<file path="src/rtl/mem_req_arbiter.sv">
// -----------------------------------------------------------------------------
// mem_req_arbiter
//
// Shares one single-port RAM between an instruction-fetch requester and a
// data load/store requester. Each granted access is latched, presented to
// the RAM until ram_ack, and completed with a one-cycle hit pulse on the
// side that owns it. If the RAM never answers, the access is dropped after
// TIMEOUT waiting cycles and err pulses for one cycle instead of a hit.
//
// Parameters
//   ADDR_W   memory address width
//   DATA_W   memory word width
//   TIMEOUT  cycles to wait for ram_ack before aborting (must be >= 1)
//
// Ports
//   CLK, nRST              clock, asynchronous active-low reset
//   imemREN, iaddr         instruction read request and address
//   dmemREN, dmemWEN       data read / write request (write wins if both)
//   daddr, dstore          data address and write data
//   ihit, iload            instruction done pulse and fetched word
//   dhit, dload            data done pulse and read word
//   ramREN, ramWEN         RAM read / write strobes
//   ramaddr, ramstore      RAM address and write data
//   ramload, ram_ack       RAM read data and completion pulse
//   err                    one-cycle timeout pulse
// -----------------------------------------------------------------------------
module mem_req_arbiter #(
    parameter int ADDR_W  = 32,
    parameter int DATA_W  = 32,
    parameter int TIMEOUT = 15
) (
    input  logic              CLK,
    input  logic              nRST,
    input  logic              imemREN,
    input  logic              dmemREN,
    input  logic              dmemWEN,
    input  logic [ADDR_W-1:0] iaddr,
    input  logic [ADDR_W-1:0] daddr,
    input  logic [DATA_W-1:0] dstore,
    output logic              ihit,
    output logic              dhit,
    output logic [DATA_W-1:0] iload,
    output logic [DATA_W-1:0] dload,
    output logic              ramREN,
    output logic              ramWEN,
    output logic [ADDR_W-1:0] ramaddr,
    output logic [DATA_W-1:0] ramstore,
    input  logic [DATA_W-1:0] ramload,
    input  logic              ram_ack,
    output logic              err
);

    // The counter only needs to hold 0 .. TIMEOUT-1.
    localparam int CNT_W = (TIMEOUT < 2) ? 1 : $clog2(TIMEOUT);
    localparam logic [CNT_W-1:0] CNT_LAST = CNT_W'(TIMEOUT - 1);

    typedef enum logic [1:0] {
        IDLE = 2'd0,
        DATA = 2'd1,
        INST = 2'd2,
        DONE = 2'd3
    } state_t;

    state_t           state;
    logic [CNT_W-1:0] wait_cnt;
    logic             last_data;   // previous grant went to the data side
    logic             data_req;
    logic             grant_data;

    assign data_req = dmemREN | dmemWEN;
    // Data normally wins; after a data grant a waiting fetch gets one turn so
    // a stream of loads/stores cannot starve instruction fetch.
    assign grant_data = data_req & ~(last_data & imemREN);

    always_ff @(posedge CLK or negedge nRST) begin
        if (!nRST) begin
            state     <= IDLE;
            wait_cnt  <= '0;
            last_data <= 1'b0;
            ihit      <= 1'b0;
            dhit      <= 1'b0;
            err       <= 1'b0;
            iload     <= '0;
            dload     <= '0;
            ramREN    <= 1'b0;
            ramWEN    <= 1'b0;
            ramaddr   <= '0;
            ramstore  <= '0;
        end else begin
            // Pulses last exactly one cycle unless re-armed below.
            ihit <= 1'b0;
            dhit <= 1'b0;
            err  <= 1'b0;

            case (state)
                IDLE: begin
                    if (grant_data) begin
                        state     <= DATA;
                        ramaddr   <= daddr;
                        ramstore  <= dstore;
                        ramWEN    <= dmemWEN;
                        ramREN    <= ~dmemWEN;
                        last_data <= 1'b1;
                        wait_cnt  <= '0;
                    end else if (imemREN) begin
                        state     <= INST;
                        ramaddr   <= iaddr;
                        ramWEN    <= 1'b0;
                        ramREN    <= 1'b1;
                        last_data <= 1'b0;
                        wait_cnt  <= '0;
                    end
                end

                DATA, INST: begin
                    if (ram_ack) begin
                        ramREN <= 1'b0;
                        ramWEN <= 1'b0;
                        state  <= DONE;
                        if (state == DATA) begin
                            dhit  <= 1'b1;
                            dload <= ramload;
                        end else begin
                            ihit  <= 1'b1;
                            iload <= ramload;
                        end
                    end else if (wait_cnt == CNT_LAST) begin
                        // RAM never answered: drop the access, no hit.
                        ramREN <= 1'b0;
                        ramWEN <= 1'b0;
                        err    <= 1'b1;
                        state  <= IDLE;
                    end else begin
                        wait_cnt <= wait_cnt + CNT_W'(1);
                    end
                end

                // Hit cycle; requests are deliberately not sampled here so a
                // request still high during its own hit is not relaunched.
                DONE: state <= IDLE;

                default: state <= IDLE;
            endcase
        end
    end

endmodule

</file>
<file path="config.mk">
export PLATFORM = sky130hd
export DESIGN_NAME = mem_req_arbiter
export DESIGN_NICKNAME = d
export VERILOG_FILES = /design/src/rtl/mem_req_arbiter.sv
export SDC_FILE = /design/constraint.sdc
export NUM_CORES = 1
export LEC_CHECK = 0
export CAP_MARGIN = 20
export CORE_ASPECT_RATIO = 1.4
export CORE_UTILIZATION = 30
export DETAILED_ROUTE_END_ITERATION = 10
export GPL_ROUTABILITY_DRIVEN = 0
export PLACE_DENSITY = 0.7
export SLEW_MARGIN = 10
export SYNTH_ARGS = -nofsm -noshare
export SYNTH_HDL_FRONTEND = slang
export SYNTH_SLANG_ARGS = --single-unit
</file>
<file path="constraint.sdc">
create_clock -name CLK -period 2.99 [get_ports CLK]
set_input_delay 0.299 -clock CLK [delete_from_list [all_inputs] [get_ports CLK]]
set_output_delay 0.299 -clock CLK [all_outputs]
set_load 0.02 [all_outputs]
</file>
# Word level (Yosys, flattened, before mapping)
# Index checks and enable logic that the tools add are counted.
# word_totals
reg_bits	140
input_bits	134
# classes
addsub	1
n_mux	30
eq_ne	8
bitwise	6
reduce_logical	11
# op_table
op	count
two-way mux 32 bit	2
two-way mux 1 bit	16
two-way mux 4 bit	4
AND reduction 3 bit	3
two-way mux 2 bit	4
one-hot mux 4 bit (2 select lines)	1
inequality test 3 bit, second input constant	2
one-hot mux 2 bit (3 select lines)	1
AND reduction 2 bit	3
adder 4 x 1 -> 4 bit, second input constant	1
equality test 2 bit, second input constant	2
equality test 4 bit, second input constant	1
inequality test 2 bit, second input constant	2
one-hot mux 1 bit (2 select lines)	2
AND reduction 4 bit	1
nonzero test 2 bit	2
inverter 1 bit	3
AND 1 bit	2
equality test 2 x 1 -> 1 bit, second input constant	1
logical NOT 2 bit	1
OR reduction 2 bit	1
bitwise OR 1 bit	1

# Depth between registers and ports, before layout
# Gate-level depths: netlist of run 1.
# logic_depth
ltp_word	5
mapped_depth	8

# Worst setup path after synthesis of run 1
# Ideal clock, no wire load.
# synth_path
kind	register -> register
start	register state[0]
end	register iload[10]
setup_time_ns	0.125
required_time_ns	2.865
t_arrival_ns	1.694
stages_incl_launch_ff	9
path_slack_ns	1.171
path_cell_list	dfrtp_1 -> inv_1 -> ha_1 -> buf_6 -> nand2_1 -> or2_2 -> inv_2 -> clkbuf_8 -> mux2_2
# synth_via
elab_chain_len	3
# synth_rtl
item	line	source
start: declaration	64	state_t state;
start signal: assignment	77	state <= IDLE;
start signal: assignment	98	state <= DATA;
start signal: assignment	106	state <= INST;
equality test 2 x 1 -> 1 bit / equality test 2 bit (equally long branches)	95, 120	
OR reduction 2 bit / inverter 1 bit (equally long branches)	--	
AND reduction 3 bit (no line) (*)	--	
end signal: assignment	125	iload <= ramload;
end: declaration	42	output logic [DATA_W-1:0] iload,
# Every way passes the cells marked *; elsewhere a longest branch is shown, timed or not.
# A chain may end at the register's enable or synchronous reset.

# Worst setup path in the final report of run 1
# layout_path
start	register state[0]
end	register iload[28]
# The elaborated chain is that of the path after synthesis.

==> results of run 1 <==
## cell usage in the layout, fill, tap and decap left out, drive strengths merged, types with 2 or more instances in the layout
master	instances
clkbuf	19
inv	9
a31oi	2
nand2	39
o21ai	32
mux2i	33
dfrtp	140
o22ai	2
a211o	2
buf	7
nor4b	2
and2	2
a21oi	3
nor2b	2
ha	4
a221o	2
nand3	2
nor4	3
mux2	99
clkdlybuf4s50	265
bufinv	3
clkinv	7
## repair_timing
action | in CTS | in global routing
hold endpoints to repair | 51 | 0
hold buffers | 1 | 0
endpoints found under the setup margin | 0 | 0
## layer usage
metal  share of wire (%)  global-route usage (%)  vias up
met1                  36                    16.2     2075
met5                   0                       0        -
met2                  54                    28.4      171
li1                    -                       -     1988
met3                 6.7                    4.79       26
met4                 2.4                    6.09        0
## logic make-up (layout without fill, tap and decap cells)
logic type      after synthesis  count (layout)  share of synthesized area, %
mux                         132             132                          24.9
flops                       140             140                          60.5
simple gates                 56              56                          4.77
fa+ha+maj                     4               4                         0.864
buf+inv                      28             312                          3.65
compound gates               49              49                          5.31
## worst register-to-register path, stage by stage (launching register included)
cell and delay [ns]:
dfrtp_1 0.36, inv_1 0.07, ha_1 0.45, nand2_1 0.12, or2_2 0.33, inv_2 0.56
mux2_2 0.44
## sequential cells by signal, indices dropped and copies added, names as in the netlist, 2 cells and up
signal / count
iload: 32
state: 2
ramstore: 32
wait_cnt: 4
dload: 32
ramaddr: 32
## stage by stage
stage                     instance area (um2)  hold WS (ns)
final                                    9280         0.422
after global routing                     9280         0.446
after CTS                                9280         0.423
after detailed placement                 8660         0.292
after global placement                   8660         0.286
after floorplan                          5790       0.00341
## power groups by stage
| stage | registers [mW] | logic (mW) | clock network [mW] |
|---|---|---|---|
| 2_1_floorplan | 4.46 | 1.89 | 0 |
| 3_3_place_gp | 3.35 | 5.27 | 0 |
| 3_5_place_dp | 3.41 | 5.39 | 0 |
| 4_1_cts | 3.38 | 5.40 | 2.21 |
| 5_1_grt | 3.51 | 5.67 | 2.30 |
| 6_report | 3.37 | 5.33 | 2.14 |
## cell type report
cell class | count | area (um2)
fill | 1700 | 9470
sequential | 140 | 3500
timing repair buffer | 273 | 2730
multi-input combinational | 241 | 2110
clock buffer | 19 | 443
tap | 244 | 305
clock inverter | 13 | 165
inverter | 7 | 26.3
## path summary, 6_finish.rpt
kind	startpoint	to	slack, ns
worst max-delay path	state[0]	iload[28]	0.52
worst min-delay path	nRST	ramaddr[7]	0.42
worst max register to register	state[0]	iload[28]	0.52
worst min register to register	ramaddr[16]	ramaddr[16]	0.48
max in group asynchronous	nRST	ramaddr[1]	1.77
min in group CLK	ramaddr[16]	ramaddr[16]	0.48
==> impl_metrics.env, run 1 <==
export IMPL_peakVddDrop_mv=0.501
export IMPL_io_buffers=266
export IMPL_core_area_um2=18800
export IMPL_yosysMostFrequentCell="dfrtp_1"
export IMPL_power_leakage_nw=3.92
export IMPL_clk_path_buf_depth=2
export IMPL_rsz0062_at_grt="no"
export IMPL_clk_pin_slew_ns=0.06
export IMPL_rr_worst_depth=6
export IMPL_power_switching_mw=3.88
export IMPL_nets=818
export IMPL_cts_tree="done"
export IMPL_p_total_mw=10.8
export IMPL_fin_util_pct=49.5
export IMPL_synthFlopType="dfrtp_1"
export IMPL_synth_ff_latch_count=140
export IMPL_crit_buf_inv=2
export IMPL_slowest_stage="inv_2"
export IMPL_instances_no_fill=937
export IMPL_row_count=59
export IMPL_grt_max_degree=66
export IMPL_dieArea_um2=19900
export IMPL_area_growth_pct=60.2
export IMPL_worstPathCellList="inv_1 -> ha_1 -> nand2_1 -> or2_2 -> inv_2 -> mux2_2"
export IMPL_postSynthCellCount=409
export IMPL_finalCritPeriodShare_pct=82.5
export IMPL_cts_sinks=140
export IMPL_power_frac_comb_pct=49.2
export IMPL_dr_first_iter_drc_count=124
export IMPL_slowest_delay_ns=0.56
export IMPL_dp_slack_ns=0.473
export IMPL_sw_frac_of_total_pct=35.8
export IMPL_synth_common_cells="dfrtp_1 (140), mux2_2 (99), nand2_1 (38), mux2i_1 (33), o21ai_0 (32)"
export IMPL_grt_pass1_vias=4688
export IMPL_grt_total_usage_pct=15.5
export IMPL_netlist_area_um2=5790
export IMPL_max_cap_violations=0
export IMPL_path_max_fanout=32
export IMPL_synthArstFlopShare_pct=100
export IMPL_worstSkewPairLatency_ns=0.40
export IMPL_cts_buffers=17
export IMPL_worst_ep_required_time_ns=3.28
export IMPL_dp_hpwl_mm=11.1
export IMPL_yosysSeqAreaShare_pct=60.5
export IMPL_drc=0
export IMPL_hold_viol=0
export IMPL_drive_gt1_share_pct=21.1
export IMPL_die_w_um=119
export IMPL_grt_overflow=0
export IMPL_place_inst=904
export IMPL_cts_resized=0
export IMPL_start_kind="flip-flop"
export IMPL_synth_top_area_cell="dfrtp_1"
export IMPL_root_buffer="clkbuf_16"
export IMPL_pwr_share_seq_pct=31.1
export IMPL_critPathTopFamily="buffers and inverters"
export IMPL_status="finished clean"
export IMPL_crit_arrival_ns=2.75
export IMPL_first_pass_iters=4
export IMPL_routed_wl_mm=14.8
export IMPL_grt_pass1_wl_mm=24.0
export IMPL_yosys_warnings=0
export IMPL_power_density_nw_per_um2=1170
export IMPL_hold_path_class="in -> async"
export IMPL_critPathKind="reg -> reg"
export IMPL_cp_num_cells=6
export IMPL_pin_count=267
export IMPL_synth_edf_count=0
export IMPL_p_int_mw=6.95
export IMPL_synth_top_area_share_pct=60.5
export IMPL_cp_end_kind="flip-flop"
export IMPL_fin_ws_ns=0.523
export IMPL_slew_viol_final=0
export IMPL_finalSetupViolations=0
export IMPL_start_util_pct=30.9
export IMPL_die_y_um=166
export IMPL_syn_num_nets=547
export IMPL_finalCriticalPeriod_ns=2.47
export IMPL_ys_top_cells_by_area="dfrtp_1 (60%), mux2_2 (19%), mux2i_1 (5.7%)"
export IMPL_synth_avg_cell_area_um2=14.2
export IMPL_antenna_cells=0
export IMPL_clock_fmax_mhz=405
export IMPL_h_tree_depth=4
export IMPL_grt_antenna_before_repair=0
export IMPL_vias_per_cell=4.55
export IMPL_setup_tns_ns=0
export IMPL_post_cts_buffers=0
export IMPL_worst_pin_slew_ns=0.953
export IMPL_wl_per_cell_um=15.8
export IMPL_postRouteAntennaNets=0
export IMPL_synth_cell_types=39
export IMPL_finClkSkew_ns=0.00755
export IMPL_clkPwrFrac_pct=19.7
export IMPL_num_vias=4260
export IMPL_max_slew_margin_pct=36.3
(Power assumes the default switching activity.)
==> inputs of run 2 (changes only) <==
==> constraint.sdc (replaced) <==
create_clock -name CLK -period 2.32 [get_ports CLK]
set_input_delay 0.232 -clock CLK [delete_from_list [all_inputs] [get_ports CLK]]
set_output_delay 0.232 -clock CLK [all_outputs]
set_load 0.02 [all_outputs]
==> impl_metrics.env, run 2 (synthesis results as in run 1) <==
export IMPL_peakVddDrop_mv=0.625
export IMPL_grt_max_degree=66
export IMPL_start_util_pct=30.9
export IMPL_die_w_um=119
export IMPL_core_area_um2=18800
export IMPL_root_buffer="clkbuf_16"
export IMPL_slew_viol_final=0
export IMPL_postLayoutCellArea_um2=9370
export IMPL_finalSetupViolations=0
export IMPL_rsz0062_at_grt="no"
export IMPL_clock_fmax_mhz=511
export IMPL_r2r_start="state[1]"
export IMPL_power_frac_comb_pct=49.8
export IMPL_postRouteAntennaNets=0
export IMPL_dr_first_iter_drc_count=100
export IMPL_first_pass_iters=4
export IMPL_hold_path_class="in -> async"
export IMPL_power_leakage_nw=3.97
export IMPL_ff2ff_setup_slack_ns=0.36
export IMPL_io_buffers=266
export IMPL_gr_usage_met3_pct=4.73
export IMPL_wl_per_cell_um=15.8
export IMPL_max_slew_margin_pct=61.3
export IMPL_drive_gt1_share_pct=21.4
export IMPL_h_tree_depth=4
export IMPL_num_vias=4282
export IMPL_clkPwrFrac_pct=19.4
export IMPL_grt_pass1_vias=4801
export IMPL_p_int_mw=9.08
export IMPL_status="finished clean"
export IMPL_cts_sinks=140
export IMPL_crit_arrival_ns=2.24
export IMPL_grt_pass1_wl_mm=24.3
export IMPL_cts_resized=0
export IMPL_dieArea_um2=19900
export IMPL_worstSkewPairLatency_ns=0.41
export IMPL_routed_wl_mm=14.8
export IMPL_place_inst=908
export IMPL_antenna_cells=0
export IMPL_drc=0
export IMPL_sw_frac_of_total_pct=35.4
export IMPL_max_cap_violations=0
export IMPL_grt_overflow=0
export IMPL_final_common_cell="clkdlybuf4s50_1"
export IMPL_mostFrequentLayoutCells="clkdlybuf4s50_1 (265), dfrtp_1 (140), mux2_2 (99)"
export IMPL_instances_no_fill=941
export IMPL_worst_ep_required_time_ns=2.61
export IMPL_die_y_um=166
export IMPL_place_area_um2=8750
export IMPL_pwr_share_seq_pct=30.8
export IMPL_clk_path_buf_depth=2
export IMPL_start_kind="flip-flop"
export IMPL_area_growth_pct=61.7
export IMPL_finClkSkew_ns=0.00938
export IMPL_vias_per_cell=4.55
export IMPL_worst_pin_slew_ns=0.581
export IMPL_r2r_end="iload[3]"
export IMPL_grt_antenna_before_repair=0
export IMPL_power_switching_mw=4.98
export IMPL_dp_hpwl_mm=11.2
export IMPL_hold_viol=0
export IMPL_cp_end_kind="flip-flop"
export IMPL_pin_count=267
export IMPL_power_density_nw_per_um2=1500
export IMPL_holdBufCountCts=1
export IMPL_nets=822
export IMPL_finalCritPeriodShare_pct=84.3
export IMPL_grt_use_met2_pct=28.6
export IMPL_grt_util_met1_pct=16.6
export IMPL_critPathKind="reg -> reg"
export IMPL_grt_total_usage_pct=15.6
export IMPL_finalCriticalPeriod_ns=1.96
export IMPL_post_cts_buffers=0
export IMPL_setup_tns_ns=0
export IMPL_busiest_layer="met2"
export IMPL_clk_pin_slew_ns=0.06
export IMPL_rr_worst_depth=7
export IMPL_cts_buffers=17
export IMPL_path_max_fanout=21
export IMPL_cts_tree="done"
export IMPL_row_count=59
==> run 2: worst max-delay path by stage <==
stage                  start  slack [ns]   endpoint  depth (start not counted)
finish              state[1]        0.36   iload[3]                          7
global placement     ram_ack        0.28   iload[3]                          6
global route        state[1]        0.27   iload[9]                          7
floorplan           state[0]        0.50  iload[10]                          8
detailed placement   ram_ack        0.24   iload[3]                          6
CTS                 state[0]        0.34   iload[3]                          7
==> run 2: area by class of cell <==
cell class | instances | area [um2]
repair buffers | 277 | 2820
multi-input cells | 241 | 2110
clock inverters | 8 | 104
well taps | 244 | 305
clock buffers | 24 | 502
fillers | 1664 | 9380
flip-flops and latches | 140 | 3500
inverters | 7 | 26.3
==> run 2: worst max-delay path: stages (launching register included) <==
cell	delay, ns
dfrtp_1	0.35
inv_1	0.06
ha_1	0.30
nand2_1	0.07
or2_2	0.33
inv_2	0.07
buf_4	0.28
mux2_2	0.38
==> run 2: metal layers <==
metal	routed length (um)	part of all wire (%)
met1	5540	37
met2	8060	54
met3	968	6.5
met4	273	1.8
met5	0	0
==> run 2: stage by stage <==
stage / hold slack (ns) / power, mW / setup slack, ns / util, %
after floorplan: -0.0636 / 8.19 / 0.501 / -
after global placement: 0.253 / 11.2 / 0.285 / 46.7
after detailed placement: 0.263 / 11.5 / 0.239 / 46.7
after CTS: 0.397 / 14.3 / 0.341 / 50.0
after global routing: 0.415 / 14.9 / 0.269 / 50.0
final: 0.386 / 14.1 / 0.365 / 50.0
==> run 2: power groups by stage <==
stage | clock, mW | sequential, mW | combinational, mW
6_report | 2.73 | 4.33 | 7.00
5_1_grt | 2.95 | 4.51 | 7.45
4_1_cts | 2.82 | 4.34 | 7.09
3_5_place_dp | 0 | 4.38 | 7.07
3_3_place_gp | 0 | 4.32 | 6.89
2_1_floorplan | 0 | 5.75 | 2.44
